$ cat src/rtl/buzzer_alarm_sched.sv
// Buzzer scheduler: shares one buzzer among the too-dark, too-bright and
// capture-done alarms. Fixed priority dark > bright > capture; a granted
// beep period (ON phase then OFF phase) always runs to completion before
// the next arbitration.
module buzzer_alarm_sched #(
    parameter int TICK_DIV   = 50000,
    parameter int DARK_ON    = 100,
    parameter int DARK_OFF   = 100,
    parameter int BRIGHT_ON  = 300,
    parameter int BRIGHT_OFF = 300,
    parameter int CAP_ON     = 50,
    parameter int CAP_GAP    = 50
) (
    input  logic       iCLK,
    input  logic       iRST,
    input  logic       iReqDark,
    input  logic       iReqBright,
    input  logic       iCapturePulse,
    input  logic       iMute,
    output logic       oSound_on,
    output logic [1:0] oActiveSrc,
    output logic       oBusy
);

    localparam int TW = $clog2(TICK_DIV);

    localparam int MAX_A  = (DARK_ON   > DARK_OFF)   ? DARK_ON   : DARK_OFF;
    localparam int MAX_B  = (BRIGHT_ON > BRIGHT_OFF) ? BRIGHT_ON : BRIGHT_OFF;
    localparam int MAX_C  = (CAP_ON    > CAP_GAP)    ? CAP_ON    : CAP_GAP;
    localparam int MAX_AB = (MAX_A > MAX_B) ? MAX_A : MAX_B;
    localparam int PH_MAX = (MAX_AB > MAX_C) ? MAX_AB : MAX_C;
    localparam int PH_W   = $clog2(PH_MAX + 1);

    localparam logic [1:0] ST_IDLE = 2'd0;
    localparam logic [1:0] ST_ON   = 2'd1;
    localparam logic [1:0] ST_OFF  = 2'd2;

    localparam logic [1:0] SRC_NONE   = 2'd0;
    localparam logic [1:0] SRC_DARK   = 2'd1;
    localparam logic [1:0] SRC_BRIGHT = 2'd2;
    localparam logic [1:0] SRC_CAP    = 2'd3;

    logic [TW-1:0]   tickCnt;
    logic            tick;
    logic [1:0]      state;
    logic [1:0]      stateNxt;
    logic [1:0]      srcNxt;
    logic [PH_W-1:0] phaseCnt;
    logic [PH_W-1:0] phaseNxt;
    logic            capPend;
    logic            capGrant;
    logic [1:0]      grantSrc;

    // Phase counter value loaded when a source enters its ON phase.
    function automatic logic [PH_W-1:0] onLoad(input logic [1:0] s);
        case (s)
            SRC_DARK:   onLoad = PH_W'(DARK_ON - 1);
            SRC_BRIGHT: onLoad = PH_W'(BRIGHT_ON - 1);
            default:    onLoad = PH_W'(CAP_ON - 1);
        endcase
    endfunction

    // Phase counter value loaded when a source enters its OFF phase.
    function automatic logic [PH_W-1:0] offLoad(input logic [1:0] s);
        case (s)
            SRC_DARK:   offLoad = PH_W'(DARK_OFF - 1);
            SRC_BRIGHT: offLoad = PH_W'(BRIGHT_OFF - 1);
            default:    offLoad = PH_W'(CAP_GAP - 1);
        endcase
    endfunction

    assign tick = (tickCnt == TW'(TICK_DIV - 1));

    // Free-running tick prescaler; never realigned by grants.
    always_ff @(posedge iCLK or negedge iRST) begin
        if (!iRST)
            tickCnt <= '0;
        else if (tick)
            tickCnt <= '0;
        else
            tickCnt <= tickCnt + 1'b1;
    end

    // Fixed-priority arbitration among the live requests.
    always_comb begin
        grantSrc = SRC_NONE;
        if (iReqDark)
            grantSrc = SRC_DARK;
        else if (iReqBright)
            grantSrc = SRC_BRIGHT;
        else if (capPend)
            grantSrc = SRC_CAP;
    end

    // Next-state logic; arbitration only happens in IDLE or at the end of OFF.
    always_comb begin
        stateNxt = state;
        srcNxt   = oActiveSrc;
        phaseNxt = phaseCnt;
        capGrant = 1'b0;
        case (state)
            ST_IDLE: begin
                if (grantSrc != SRC_NONE) begin
                    stateNxt = ST_ON;
                    srcNxt   = grantSrc;
                    phaseNxt = onLoad(grantSrc);
                    capGrant = (grantSrc == SRC_CAP);
                end
            end
            ST_ON: begin
                if (tick) begin
                    if (phaseCnt == '0) begin
                        stateNxt = ST_OFF;
                        phaseNxt = offLoad(oActiveSrc);
                    end else begin
                        phaseNxt = phaseCnt - 1'b1;
                    end
                end
            end
            ST_OFF: begin
                if (tick) begin
                    if (phaseCnt == '0) begin
                        if (grantSrc != SRC_NONE) begin
                            stateNxt = ST_ON;
                            srcNxt   = grantSrc;
                            phaseNxt = onLoad(grantSrc);
                            capGrant = (grantSrc == SRC_CAP);
                        end else begin
                            stateNxt = ST_IDLE;
                            srcNxt   = SRC_NONE;
                        end
                    end else begin
                        phaseNxt = phaseCnt - 1'b1;
                    end
                end
            end
            default: begin
                stateNxt = ST_IDLE;
                srcNxt   = SRC_NONE;
            end
        endcase
    end

    // State, phase counter and outputs all update together so they stay aligned.
    always_ff @(posedge iCLK or negedge iRST) begin
        if (!iRST) begin
            state      <= ST_IDLE;
            phaseCnt   <= '0;
            oActiveSrc <= SRC_NONE;
            oSound_on  <= 1'b0;
            oBusy      <= 1'b0;
        end else begin
            state      <= stateNxt;
            phaseCnt   <= phaseNxt;
            oActiveSrc <= srcNxt;
            oSound_on  <= (stateNxt == ST_ON) & ~iMute;
            oBusy      <= (stateNxt != ST_IDLE);
        end
    end

    // Pending capture request; a new pulse wins over a same-cycle grant.
    always_ff @(posedge iCLK or negedge iRST) begin
        if (!iRST)
            capPend <= 1'b0;
        else if (iCapturePulse)
            capPend <= 1'b1;
        else if (capGrant)
            capPend <= 1'b0;
    end

endmodule

$ cat config.mk
export PLATFORM = sky130hd
export DESIGN_NAME = buzzer_alarm_sched
export DESIGN_NICKNAME = d
export VERILOG_FILES = /design/src/rtl/buzzer_alarm_sched.sv
export SDC_FILE = /design/constraint.sdc
export NUM_CORES = 1
export LEC_CHECK = 0
export CAP_MARGIN = 20
export CELL_PAD_IN_SITES_DETAIL_PLACEMENT = 1
export CELL_PAD_IN_SITES_GLOBAL_PLACEMENT = 2
export CORE_MARGIN = 5
export CORE_UTILIZATION = 25
export DETAILED_ROUTE_END_ITERATION = 8
export PLACE_DENSITY = 0.63
export RECOVER_POWER = 25
export SLEW_MARGIN = 20
export SYNTH_ARGS = -nofsm -noshare
export SYNTH_HDL_FRONTEND = slang
export SYNTH_SLANG_ARGS = --single-unit
$ cat constraint.sdc
create_clock -name iCLK -period 3.67 [get_ports iCLK]
set_input_delay 0.9175 -clock iCLK [delete_from_list [all_inputs] [get_ports iCLK]]
set_output_delay 0.9175 -clock iCLK [all_outputs]
set_load 0.05 [all_outputs]
==> results of run 1 <==
## where the power goes
part	leakage, nW	switching (mW)	internal (mW)
clock	0.0541	0.149	0.201
sequential	0.393	0.00227	0.354
combinational	0.544	0.0221	0.0132
## routing by layer
| metal | routed length [um] | share of wire (%) | vias up |
|---|---|---|---|
| met5 | 0 | 0 | - |
| met4 | 72 | 1.4 | 0 |
| met3 | 92 | 1.8 | 6 |
| met2 | 2320 | 44 | 15 |
| met1 | 2760 | 53 | 822 |
| li1 | - | - | 807 |
## Yosys cell counts (3+ instances only)
cell type	n
nand4_1	5
inv_1	14
a31o_2	3
xnor2_1	7
a21oi_1	12
nor2_1	22
ha_1	13
xor2_1	8
a21o_1	6
a32oi_1	3
and3_1	5
buf_2	3
nand3_1	12
nand2_1	12
clkbuf_1	5
o21ai_0	7
nor3_1	7
dfrtp_1	32
## stage by stage
stage / power, mW / std cells / setup WS, ns / hold WS, ns
after floorplan: 0.380 / 219 / 1.06 / 0.453
after global routing: 0.769 / 335 / 0.518 / 0.512
final: 0.742 / 335 / 0.715 / 0.497
after global placement: 0.400 / 327 / 0.497 / 0.477
after detailed placement: 0.400 / 327 / 0.409 / 0.488
after CTS: 0.753 / 335 / 0.722 / 0.497
## layout make-up
class                      instances  area, um^2  share of cell area [%]
tap                              105         131                    5.58
inverter                          14        52.6                    2.23
multi-input combinational        165        1160                    49.1
timing repair buffer              11         101                    4.30
sequential                        32         801                    34.0
clock inverter                     3        42.5                    1.81
clock buffer                       5        68.8                    2.92
## cell families after synthesis
kind of cell | Yosys count
XOR/XNOR | 15
AO/OA/AOI/OAI | 48
buffers and inverters | 22
adder cells (fa/ha/maj) | 13
multiplexers | 4
flip-flops | 32
AND/OR/NAND/NOR | 85
## sequential cells by signal, summed over array words and instances (netlist names)
| name | count |
|---|---|
| capPend | 1 |
| oActiveSrc | 2 |
| oBusy | 1 |
| oSound_on | 1 |
| phaseCnt | 9 |
| state | 2 |
| tickCnt | 16 |
## worst max path at each step
stage | end | slack [ns]
after floorplan | phaseCnt[3] | 1.06
after global placement | phaseCnt[3] | 0.50
after detailed placement | phaseCnt[8] | 0.41
after CTS | phaseCnt[8] | 0.72
after global routing | phaseCnt[0] | 0.52
final | phaseCnt[8] | 0.71
==> reports/metrics.yaml, run 1 <==
placed_design:
  port_buffers: 9
  place_area_um2: 2250
  dp_hpwl_um: 3860
  place_congestion: 0.737
yosys:
  yosysTopAreaCellShare_pct: 39.2
  synth_top_family_by_area: "simple AND/OR/NAND/NOR gates"
  ys_top_cells_by_area: "dfrtp_1 39%, ha_1 8.0%, nor2_1 4.0%"
  synth-main-ff-cell: "dfrtp_1"
  synth.area.mux_share_pct: 2.08
  synth_top_cell_by_area: "dfrtp_1"
  synth_adder_area_share_pct: 7.96
  netlist_area_um2: 2040
  synthArstFlopShare_pct: 100
  synthSimpleGateAreaFrac_pct: 23.7
  syn_avg_cell_area_um2: 9.34
  synth-seq-area-share_pct: 39.2
  synth-compound-area-share_pct: 16.4
  synth_xor_area_share_pct: 6.43
  synth_enable_flop_cells: 0
  yosys_warnings: 0
  syn_nets: 238
  ys_types: 51
  synth_cells: 219
  ys_ff_latch: 32
global_routing:
  gr-usage-met3_pct: 1.95
  grt_pass1_vias: 1725
  grt-busiest-layer: "met2"
  grt_pass1_wl_um: 8910
  grt_max_degree: 33
  grt.met2_usage_pct: 17.2
  grt_use_met1_pct: 15.8
  antenna_found_initial: 0
  track_usage_pct: 11.2
  overflow: 0
finish:
  fillerInstances: 970
  nets: 248
  final_cell_mix: "32 x dfrtp_1, 22 x nor2_1, 14 x inv_1"
  final_common_cell: "dfrtp_1"
  syn2layout_area_growth_pct: 15.2
  final_area_um2: 2350
  final_util_pct: 29.1
  diodes: 0
  drive_gt1_share_pct: 9.13
critical_path:
  r2r_setup_slack_ns: 1.34
  cp.arrival_ns: 3.14
  cp.depth: 9
  startpoint_type: "primary input"
  critPathBufInv: 2
  end_kind: "flip-flop"
  crit_type: "primary input to flip-flop"
  path_cells: "clkdlybuf4s50_1, inv_1, a21oi_1, ha_1, mux2i_1, nand3_1, a21o_1, a311oi_1, nor2_1"
  r2r-end: "phaseCnt[6]"
  crit_family: "compound AO/OA/AOI/OAI gates"
  timing.rr.start: "state[1]"
  crit_required_ns: 3.85
  reg2regPathDepth: 7
  path_max_fanout: 10
  crit_start: "iReqBright"
  slowest_delay_ns: 0.48
  slowest_stage: "clkdlybuf4s50_1"
routing:
  ant_nets: 0
  viasPerCell: 4.93
  wl_per_cell_um: 15.7
  drc: 0
  via_count: 1650
  routed_wl_um: 5250
  drt-initial-drc-count: 83
  first_pass_iters: 4
run:
  max_cap_viol_count: 1
timing:
  tns_ns: 0
  rsz0062_at_grt: "false"
  fin_crit_sh_pct: 80.5
  slew_headroom_pct: -19.8
  setup_viol: 0
  period_minus_slack_ns: 2.96
  clock.fmax_mhz: 338
  hold_viol_final: 0
  slew_violations: 33
  worst_slew_pin_slew_ns: 1.80
  clock_skew_ns: 0.00533
pwr:
  peakVddDrop_mv: 0.0983
  p_leak_nw: 0.990
  p_per_area_nw_per_um2: 315
clock_tree:
  post-cts-setup-buffers: 0
  numClockSinks: 32
  cts_made_buffers: 5
  clock_latency_ns: 0.29
  post_cts_resized: 0
  cts_tree: "yes"
  cts.clk_slew.worst_paths_ns: 0.08
  cts-root-buf: "clkbuf_8"
  ctsHoldBuffers: 0
  cts_buffer_depth: 2
  htree_levels: 2
hold_path:
  holdCritPathClass: "flip-flop to flip-flop"
  holdPathEnd: "tickCnt[13]"
  hold_path_depth: 1
  hold_start: "tickCnt[13]"
floorplanning:
  rows: 33
  die_x_um: 100
  pin_count: 10
  dieArea_um2: 10100
  die_h_um: 100
  core_area_um2: 8090
  initial_core_util_pct: 25.3
outcome:
  status: "finished, violations left"
  violations: "capacitance limit, slew limit"
Power figures use the tool's default switching activity.
==> run 2: changes to the inputs <==
==> constraint.sdc (replaced) <==
create_clock -name iCLK -period 2.9 [get_ports iCLK]
set_input_delay 0.725 -clock iCLK [delete_from_list [all_inputs] [get_ports iCLK]]
set_output_delay 0.725 -clock iCLK [all_outputs]
set_load 0.05 [all_outputs]
==> run 2 against run 1 <==
Global-route usage grew 0.31 points. Core utilization grew 0.25 points. Register-to-register slack lost 0.65 ns. Highest routed layer unchanged. Via count up 0.30%. The run now ends clean. Wire length shrank 1.8%. Combinational power increased by 30%. Clock skew decreased by 0.0017 ns. Sequential power rose by 27%. Count of clock-buffer cells in the layout increased by 1. Hold slack lost 0.0036 ns. Critical path depth stayed put.
==> reports/metrics.yaml, run 2 (synthesis results as in run 1) <==
critical_path:
  startpoint_type: "primary input"
  path_max_fanout: 5  # -5
  reg2regPathDepth: 7  # unchanged
  cp.arrival_ns: 2.80  # -0.34 ns
  crit_required_ns: 3.07  # -0.78 ns
  crit_type: "primary input to flip-flop"
  end_kind: "flip-flop"
floorplanning:
  pin_count: 10  # unchanged
  die_h_um: 100  # unchanged
  die_x_um: 100  # unchanged
  rows: 33  # unchanged
  core_area_um2: 8090  # unchanged
  dieArea_um2: 10100  # unchanged
  initial_core_util_pct: 25.3  # unchanged
routing:
  viasPerCell: 4.90  # -0.59%
  wl_per_cell_um: 15.2  # -2.7%
  drc: 0  # unchanged
  ant_nets: 0  # unchanged
  drt-initial-drc-count: 58  # -30%
  first_pass_iters: 4  # unchanged
  via_count: 1655  # +0.30%
  routed_wl_um: 5150  # -1.8%
timing:
  clock.fmax_mhz: 381
  hold_viol_final: 0  # unchanged
  slew_headroom_pct: 45.1  # +65 points
  fin_hold_ws_ns: 0.493  # -0.00365 ns
  worst_slew_pin_slew_ns: 0.824  # -0.974 ns
  slew_violations: 0  # -100%
  clock_skew_ns: 0.00360  # -0.00173 ns
  fin_crit_sh_pct: 90.5
  setup_viol: 0  # unchanged
  fin_ws_ns: 0.276  # -0.439 ns
  period_minus_slack_ns: 2.62
  rsz0062_at_grt: "false"
pwr:
  peakVddDrop_mv: 0.185  # +88%
  seqPwrFrac_pct: 48.4  # +0.4 points
  pwr-share-clk_pct: 46.7  # -0.5 points
  fin_total_pwr_mw: 0.932  # +26%
  combPwrFrac_pct: 4.9  # about the same
  netSwitchingPower_mw: 0.211  # +22%
  p_int_mw: 0.721  # +27%
  swShare_pct: 22.6  # -0.75 points
  p_leak_nw: 1.01  # +1.9%
  p_per_area_nw_per_um2: 393  # +25%
clock_tree:
  post-cts-setup-buffers: 0  # unchanged
  cts_tree: "yes"
  ctsHoldBuffers: 0  # unchanged
  cts-root-buf: "clkbuf_8"
  cts_buffer_depth: 2  # unchanged
  clock_latency_ns: 0.29  # about the same
  cts.clk_slew.worst_paths_ns: 0.07  # about the same
  post_cts_resized: 0  # unchanged
  numClockSinks: 32  # unchanged
  cts_made_buffers: 5  # unchanged
  htree_levels: 2  # unchanged
global_routing:
  track_usage_pct: 11.5  # +0.31 points
  grt_pass1_wl_um: 9090  # +1.9%
  overflow: 0  # unchanged
  grt_max_degree: 33  # unchanged
  antenna_found_initial: 0  # unchanged
  grt_pass1_vias: 1725  # unchanged
placed_design:
  port_buffers: 9  # unchanged
  dp_hpwl_um: 3850  # -0.32%
  dpl_worst_slack_ns: -0.0347  # -0.444 ns
  place_congestion: 0.800  # +8.5%
finish:
  final_cell_mix: "32 x dfrtp_1, 22 x nor2_1, 14 x inv_1"
  drive_gt1_share_pct: 10.3  # +1.2 points
  regMostFlops: "tickCnt"
  diodes: 0  # unchanged
  final_common_cell: "dfrtp_1"
  syn2layout_area_growth_pct: 16.2
  largest_reg_flops: 16  # unchanged
  reg.largest.list: "tickCnt (16), phaseCnt (9)"
  nets: 251  # +1.2%
  final_util_pct: 29.3  # +0.25 points
run:
  max_cap_viol_count: 0  # -1
outcome:
  status: "completed"
hold_path:
  holdCritPathClass: "flip-flop to flip-flop"
  hold_path_depth: 1  # unchanged
## run 2: changes by cell type in the layout (fill, tap and decap cells not counted), sizes merged
cell      previous run  this run
buf                  1         4
clkbuf               6         7
clkinvlp             1         0
## run 2: metal layers
metal	up-vias	track usage [%]	wire length [um]	part of all wire, %
li1	819	-	-	-
met1	811	15.9	2640	51
met2	19	17.5	2320	45
met3	6	2.43	113	2.2
met4	0	4.35	80	1.6
met5	-	0	0	0
## run 2: final timing paths
path,from,endpoint,slack [ns]
worst max-delay path,iReqBright,phaseCnt[8],0.28
worst min-delay path,tickCnt[0],tickCnt[0],0.49
worst max register to register,phaseCnt[1],oActiveSrc[0],0.69
worst min register to register,tickCnt[0],tickCnt[0],0.49
max in group asynchronous,iRST,tickCnt[14],1.33
min in group asynchronous,iRST,tickCnt[9],1.06
## run 2: critical path, cell delays in order
cell and delay [ns]:
clkdlybuf4s50_1 0.47, inv_1 0.04, a21oi_1 0.27, ha_1 0.33
mux2i_1 0.25, nand3_1 0.10, a21o_1 0.22, a311oi_1 0.30
nor2_1 0.08
## run 2: layout make-up
cell class | count | area, um^2
Fill cell | 967 | 5720
Multi-Input combinational cell | 165 | 1160
Sequential cell | 32 | 801
Tap cell | 105 | 131
Timing Repair Buffer | 14 | 125
Clock buffer | 6 | 72.6
Inverter | 14 | 52.6
Clock inverter | 2 | 35.0
## run 2: through the flow
step | instances | cell area [um^2] | TNS [ns]
6_report | 338 | 2370 | 0
5_1_grt | 338 | 2370 | 0
4_1_cts | 338 | 2380 | 0
3_5_place_dp | 330 | 2270 | -0.0347
3_3_place_gp | 330 | 2270 | -0.0315
2_1_floorplan | 219 | 2040 | 0
## run 2: power groups by stage
stage,clock network [mW],registers [mW],logic (mW)
global placement,0,0.460,0.0481
detailed placement,0,0.460,0.0482
finish,0.435,0.451,0.0458
global route,0.480,0.451,0.0521
CTS,0.456,0.451,0.0484
floorplan,0,0.464,0.0162
